## src/rtl/multi_pulse_counter.sv

```systemverilog
`default_nettype none
// ============================================================================
// Module      : multi_pulse_counter
// Description : Multi-channel pulse/frequency counter. Each asynchronous
//               pulse input is synchronised, qualified as a rising edge or
//               a high level, and accumulated over a shared gate window.
//               At the end of every window all channel counts and their
//               saturation flags are latched together with a 1-cycle strobe.
// Revision    : 1.0 - initial release
// ============================================================================
module multi_pulse_counter #(
  parameter int CH          = 4,
  parameter int CNT_W       = 16,
  parameter int GATE_CYCLES = 200_000_000,
  parameter int EDGE_MODE   = 1,
  parameter int SYNC_STAGES = 2
) (
  input  logic                  clk_in,
  input  logic                  rst_in,
  input  logic                  enable_in,
  input  logic                  clear_in,
  input  logic [CH-1:0]         pulse_in,
  output logic [CH*CNT_W-1:0]   count_out,
  output logic [CH-1:0]         ovf_out,
  output logic                  valid_out
);

  localparam int               c_TIM_W    = (GATE_CYCLES > 1) ? $clog2(GATE_CYCLES) : 1;
  localparam logic [c_TIM_W-1:0] c_TIM_LAST = c_TIM_W'(GATE_CYCLES - 1);
  localparam logic [CNT_W-1:0] c_CNT_MAX  = {CNT_W{1'b1}};

  logic [CH-1:0]        r_sync [SYNC_STAGES];
  logic [CH-1:0]        r_sd;
  logic [CH-1:0]        w_s;
  logic [CH-1:0]        w_ev;
  logic [CH*CNT_W-1:0]  r_acc;
  logic [CH-1:0]        r_sat;
  logic [c_TIM_W-1:0]   r_tim;
  logic [CH*CNT_W-1:0]  w_acc_next;
  logic [CH-1:0]        w_sat_next;
  logic                 w_term;

  // Synchroniser chain plus one-cycle delayed copy used for edge detection;
  // keeps running while disabled so edges during a freeze are lost.
  always_ff @(posedge clk_in) begin
    if (rst_in) begin
      for (int k = 0; k < SYNC_STAGES; k++) begin
        r_sync[k] <= '0;
      end
      r_sd <= '0;
    end else begin
      r_sync[0] <= pulse_in;
      for (int k = 1; k < SYNC_STAGES; k++) begin
        r_sync[k] <= r_sync[k-1];
      end
      r_sd <= w_s;
    end
  end

  assign w_s = r_sync[SYNC_STAGES-1];

  generate
    if (EDGE_MODE != 0) begin : g_edge
      assign w_ev = w_s & ~r_sd;
    end else begin : g_level
      assign w_ev = w_s;
    end
  endgenerate

  // Per-channel saturating increment; an event arriving at full scale is
  // dropped from the count but recorded in the sticky saturation flag.
  generate
    for (genvar i = 0; i < CH; i++) begin : g_ch
      logic w_at_max;
      logic w_inc;
      assign w_at_max = (r_acc[i*CNT_W +: CNT_W] == c_CNT_MAX);
      assign w_inc    = w_ev[i] & ~w_at_max;
      assign w_acc_next[i*CNT_W +: CNT_W] =
        r_acc[i*CNT_W +: CNT_W] + {{(CNT_W-1){1'b0}}, w_inc};
      assign w_sat_next[i] = r_sat[i] | (w_at_max & w_ev[i]);
    end
  endgenerate

  assign w_term = enable_in & (r_tim == c_TIM_LAST);

  // Gate timer, accumulators and result latch. Clear beats the terminal
  // cycle, so a clear in that cycle suppresses both the latch and strobe.
  always_ff @(posedge clk_in) begin
    if (rst_in) begin
      r_acc     <= '0;
      r_sat     <= '0;
      r_tim     <= '0;
      count_out <= '0;
      ovf_out   <= '0;
      valid_out <= 1'b0;
    end else if (clear_in) begin
      r_acc     <= '0;
      r_sat     <= '0;
      r_tim     <= '0;
      valid_out <= 1'b0;
    end else if (w_term) begin
      count_out <= w_acc_next;
      ovf_out   <= w_sat_next;
      r_acc     <= '0;
      r_sat     <= '0;
      r_tim     <= '0;
      valid_out <= 1'b1;
    end else begin
      valid_out <= 1'b0;
      if (enable_in) begin
        r_acc <= w_acc_next;
        r_sat <= w_sat_next;
        r_tim <= r_tim + c_TIM_W'(1);
      end
    end
  end

endmodule
`default_nettype wire

```

## config.mk

```make
export PLATFORM = sky130hd
export DESIGN_NAME = multi_pulse_counter
export DESIGN_NICKNAME = d
export VERILOG_FILES = /design/src/rtl/multi_pulse_counter.sv
export SDC_FILE = /design/constraint.sdc
export NUM_CORES = 1
export LEC_CHECK = 0
export ABC_AREA = 1
export BUFFER_PORTS_ARGS = -buffer_cell sky130_fd_sc_hd__buf_2
export CAP_MARGIN = 20
export CORE_UTILIZATION = 45
export DETAILED_ROUTE_END_ITERATION = 6
export PLACE_DENSITY = 0.67
export SETUP_SLACK_MARGIN = 0.05
export SYNTH_ARGS = -nofsm -noshare
export SYNTH_HDL_FRONTEND = slang
export SYNTH_SLANG_ARGS = --single-unit
```

## constraint.sdc

```tcl
create_clock -name clk_in -period 2.4 [get_ports clk_in]
set_clock_uncertainty 0.05 [all_clocks]
set_input_delay 0.12 -clock clk_in [delete_from_list [all_inputs] [get_ports clk_in]]
set_output_delay 0.12 -clock clk_in [all_outputs]
set_load 0.05 [all_outputs]
```

==> impl_results.md, run 1 <==
- Post-Place Worst Slack: 46.0 ps
- Syn Area/Cell: 6.37 µm²
- Core area: 18800 µm²
- Post-Syn Instances: 1360
- Rows: 50
- TritonCTS clock tree: built
- Die Span Y: 141 µm
- Dominant cells by area after synthesis: dfxtp_1, nand2_1, nor2_1
- Die Wd: 141 µm
- NumNets Final: 1459
- Root buffer cell: clkbuf_16
- Crit share post-route: 0.924
- Syn nets: about 1400
- Yosys top cell area share: 0.409
- CP Max Fanout: 4
- RSZ-0062 raised after global routing: yes
- Design Power: about 6 mW
- Pin count of the biggest net entering global routing: 55
- Area Growth Syn to Fin: 17.3%
- DRC Markers: 0
- Max-cap viol count: 0
- Post-synth EDFFs: 0
- Dpl cell area: 9300 µm²
- Worst-Skew Late Latency: 440 ps
- Clock transition at the registers of the reported paths: 70 ps
- Worst Setup Slack, final: 182 ps
- Dpl cells: 1642
- Highest clock rate: 451 MHz
- Final cell count without fillers: 1686
- Num Clock Sinks: 177
- Final Max Slew Viols: 0
- FF-to-FF setup slack: 180 ps
- Starting Density: 0.462
- Antenna diode count: 0
- Critical Path RT: 2720 ps
- CTS Buffer Depth: 2
- Drt first-iter violations: 376
- Pleak: 4.61 nW
- Synth unique cells: 28
- Yosys reg bits: 177
- First-pass GRT wire length: 34300 µm
- CP arrival: 2530 ps
- Tmin final: 2220 ps
- Initial antenna violation count: 0
- Top-Level Pins: 77
- Fin Setup TNS: 0 ps
- Hold depth: 4
- Area leader, netlist: dfxtp_1
- Commonest non-fill, non-tap cells in the layout: nand2_1, nor2_1, dfxtp_1
- Routed length per placed instance: 12.1 µm
- Routed via count: 8092
- Syn Std Cell Area: 8660 µm²
- WS Path Type: register to register
- Final Util: 0.541
- Peak supply drop: 524 µV
- Least-Margin Pin Slew: roughly 610 ps
- Fillers: 1872
- HPWL Detailed: 14000 µm
- Grt ovf: 0
- Final Cell Area: 10200 µm²
- H-tree depth: 4
- Routed wire length: 20500 µm
- Synth warn: 0
- Num CTS Buffers: 17
- Top FF cell, synth: dfxtp_1
- Critical Path End Type: register
- Via/cell ratio: 4.80
- Layout cells sized above 1: 0.125
- Status: finished, final reports clean
- Commonest non-fill, non-tap cell in the layout: nand2_1
- Number of global-route vias before repair: 7444
- TritonRoute pass-1 iters: 5
- Total GRT Usage: 0.214
- Hold Fails Final Rpt: 0
- Pwr dens: 592 nW/µm²
- Post-synthesis sequential area ratio: 0.409
- Port buffer count: 76
- CP startpoint kind: register
- HP Class: primary input to register
- Die area: 19800 µm²
- Finish-stage setup viols: 0
- Relative slew slack: 0.592
- FFs w/ async S/R, synth: 0
- Depth of the worst register-to-register path: 13
- Final ANT Viol Nets: 0
- Final GP Congestion: 0.910
- Worst hold slack: ~260 ps
[critical path, cell delays in order (launching register included)]
cell     delay [ps]
dfxtp_2         360
nand2_1         110
nor3_2          220
nand2_1         100
nor2_2          140
nor3_2           60
ha_1            180
ha_1            220
nand3_1         130
inv_1            80
nand3_1         130
xor2_1          200
nor2_1           60
nor2_1          110
[registers in the layout, summed over array words and instances (netlist names)]
signal	flops
ovf_out	4
count_out	64
r_acc	64
r_tim	28
r_sd	4
r_sync	8
valid_out	1
r_sat	4
[layout make-up]
class                           count  area, µm²  share of cell area
Clock buffer                       22        484              0.0477
Sequential cell                   177       3560               0.350
Clock inverter                     10        121              0.0119
Timing Repair Buffer              108        678              0.0667
Tap cell                          234        293              0.0288
Inverter                          169        634              0.0624
Multi-Input combinational cell    966       4390               0.432
[power breakdown]
| group | internal [mW] | switching (mW) | total [mW] |
|---|---|---|---|
| Clock | 1.65 | 1.17 | 2.83 |
| Sequential | 2.96 | 0.0132 | 2.97 |
| Combinational | 0.0635 | 0.155 | 0.218 |
[layer usage]
layer  global-route usage  wire [µm]  vias up
met5                    0          0        -
met4               0.0704        293        0
met3               0.0363        700       23
met2                0.369       9600      142
met1                0.269       9880     3642
li1                     -          -     4285
[kinds of logic after synthesis]
kind of cell	count (synthesis)	synth area share
flip-flops	177	0.409
buffers and inverters	217	0.100
XOR/XNOR	42	0.0425
AO/OA/AOI/OAI	82	0.0482
AND/OR/NAND/NOR	830	0.383
adder cells (fa/ha/maj)	12	0.0173
[final timing paths]
kind                                               from                       to
worst min-delay path                          enable_in    r_acc[6]$_SDFFE_PP0P_
worst max-delay path             r_acc[10]$_SDFFE_PP0P_   r_acc[12]$_SDFFE_PP0P_
worst min register to register  r_sync[0][0]$_SDFF_PP0_  r_sync[0][4]$_SDFF_PP0_
worst max register to register   r_acc[10]$_SDFFE_PP0P_   r_acc[12]$_SDFFE_PP0P_
[synth_stat cells, types with 12 or more instances]
| cell type | count |
|---|---|
| nand4_1 | 14 |
| buf_2 | 15 |
| dfxtp_1 | 177 |
| inv_1 | 168 |
| nand3_1 | 56 |
| a21oi_1 | 63 |
| nor3_1 | 38 |
| xnor2_1 | 12 |
| xor2_1 | 30 |
| nor2_1 | 289 |
| nand2_1 | 417 |
| clkbuf_1 | 26 |
| o21ai_0 | 16 |
| ha_1 | 12 |
[repair_timing]
action,CTS,global route
gates resized for setup,2,46
hold endpoints to repair,8,0
pin swaps,0,2
endpoints found under the setup margin,5,66
hold buffers,8,0
buffers inserted,0,4
Power figures use the tool's default switching activity.
==> inputs of run 2 (changes only) <==
Settings changed: CORE_UTILIZATION 45 to 29, CTS_CLUSTER_SIZE from default to 20, PLACE_DENSITY 0.67 to 0.49.
==> run 2 against run 1 <==
Die area rose by 54%. Sequential cell count did not move. First-iteration DRC count rose by 53%. Sequential share of layout area fell by 0.64 points. Global-route usage fell by 6.6 points. Core utilization fell by 18 points. Non-clock buffer count fell by 2. Critical path type unchanged. Critical path depth did not move. Sequential power barely moved.
==> impl_results.md, run 2 (synthesis gave the netlist of run 1 again) <==
- Routed length per placed instance: 11.8 µm
- Core area: 29000 µm²
- Hold depth: 4
- Hold Fails Final Rpt: 0
- Drt first-iter violations: ~570
- RSZ-0062 raised after global routing: yes
- Worst path cell trace: inv_1 -> nor3_2 -> nand2_1 -> nor2_2 -> nor3_2 -> ha_1 -> ha_1 -> nand3_1 -> inv_1 -> nand2_1 -> xor2_1 -> nand2_1 -> a21oi_1
- Clock transition at the registers of the reported paths: ~70 ps
- Die Span Y: 175 µm
- Dpl cell area: 9510 µm²
- Finish-stage setup viols: 0
- Depth of the worst register-to-register path: 13
- Crit-path slowest cell: dfxtp_1
- H-tree depth: 4
- Pleak: approximately 4.6 nW
- Pin count of the biggest net entering global routing: 94
- Max-cap viol count: 0
- DRC Markers: 0
- Final ANT Viol Nets: 0
- Crit share post-route: 0.907
- CP Max Fanout: 3
- HPWL Detailed: 14700 µm
- Relative slew slack: 0.637
- Area Growth Syn to Fin: 19.6%
- Most frequent CP cell: nand2_1
- Final cell count without fillers: about 1800
- TritonRoute pass-1 iters: 5
- Rows: 62
- Port buffer count: 76
- Number of global-route vias before repair: roughly 7400
- Worst hold slack: 65.4 ps
- CP Buf/Inv Count: 2
- Top-Level Pins: 77
- Final Max Slew Viols: 0
- NumNets Final: approximately 1500
- Initial antenna violation count: 0
- Final Util: 0.357
- Peak supply drop: 496 µV
- Dpl cells: 1794
- Critical Path RT: 2710 ps
- Die area: slightly above 30000 µm²
- Final GP Congestion: 0.801
- Routed via count: 7911
- Highest clock rate: approximately 460 MHz
- Root buffer cell: clkbuf_16
- CP startpoint kind: register
- Tmin final: between 2000 and 2500 ps
- Layout cells sized above 1: 0.128
- First-pass GRT wire length: 36600 µm
- Largest delay contributor family on the critical path: simple AND/OR/NAND/NOR gates
- Instance count on the critical path: 13
- TritonCTS clock tree: built
- CP arrival: 2480 ps
- Grt ovf: 0
- Final Cell Area: 10400 µm²
- Starting Density: 0.299
- Critical Path End Type: register
- Biggest regs: count_out: 64 flops, r_acc: 64 flops, r_tim: 28 flops
- Worst-Skew Late Latency: 440 ps
- Die Wd: 175 µm
- HP Class: primary input to register
- Num Clock Sinks: about 180
- Commonest non-fill, non-tap cell in the layout: nand2_1
- Multi-input combinational cell area: between 4000 and 5000 µm²
- Pwr dens: 584 nW/µm²
- Fin Setup TNS: 0 ps
- Max incr delay on CP: roughly 360 ps
- FF+latch area: around 3600 µm²
- Fillers: approximately 3200
- CTS Buffer Depth: 2
- Status: finished, final reports clean
- Total GRT Usage: 0.148
- Num CTS Buffers: 17
- Routed wire length: 21700 µm
- Via/cell ratio: roughly 4.3
- WS Path Type: register to register
- Least-Margin Pin Slew: 544 ps
- Commonest non-fill, non-tap cells in the layout: nand2_1, nor2_1, dfxtp_1
- Antenna diode count: 0
## run 2: worst reg2reg max path, cell delays in order, from the launching register on
cell and delay (ps):
dfxtp_1 360, inv_1 100, nor3_2 220, nand2_1 100, nor2_2 150, nor3_2 60, ha_1 180, ha_1 220
nand3_1 130, inv_1 90, nand2_1 80, xor2_1 180, nand2_1 70, a21oi_1 130
## run 2: area by class of cell
| class | count | area share |
|---|---|---|
| Tap cell | 384 | 0.0464 |
| Clock buffer | 19 | 0.0428 |
| Timing Repair Buffer | 106 | 0.0651 |
| Sequential cell | 177 | 0.344 |
| Clock inverter | 13 | 0.0146 |
| Inverter | 169 | 0.0615 |
| Multi-Input combinational cell | 966 | 0.426 |
## run 2: stage by stage
stage | power [mW] | setup WS (ps)
floorplan | 3.17 | 271
global placement | 3.25 | 113
detailed placement | 3.25 | 81.4
CTS | 6.15 | 79.1
global route | 6.31 | 35.1
finish | 6.05 | 222
## run 2: what timing repair did
item	CTS	global route
setup endpoints to repair	0	70
gates resized for setup	0	57
hold buffers	6	0
hold endpoints to repair	9	0
buffers inserted	0	2
## run 2: path summary, 6_finish.rpt
| kind | from | end | slack, ps |
|---|---|---|---|
| worst max-delay path | r_acc[8]$_SDFFE_PP0P_ | r_acc[8]$_SDFFE_PP0P_ | 220 |
| worst min-delay path | rst_in | r_acc[26]$_SDFFE_PP0P_ | 70 |
| worst max register to register | r_acc[8]$_SDFFE_PP0P_ | r_acc[8]$_SDFFE_PP0P_ | 220 |
| worst min register to register | r_sync[0][1]$_SDFF_PP0_ | r_sync[0][5]$_SDFF_PP0_ | 360 |
## run 2: where the power goes
group	internal, mW	total, mW	switching [mW]	leakage, nW
clock	1.58	2.86	1.28	0.282
combinational	0.0609	0.218	0.157	2.88
sequential	2.95	2.97	0.0129	1.43
total	4.60	6.05	1.45	4.60
## run 2: layer usage
| metal | up-vias | share of wire | GRT usage |
|---|---|---|---|
| met5 | - | 0 | 0 |
| met4 | 0 | 0.0093 | 0.0344 |
| met3 | 16 | 0.032 | 0.0311 |
| met2 | 89 | 0.45 | 0.238 |
| met1 | 3523 | 0.51 | 0.201 |
| li1 | 4283 | - | - |
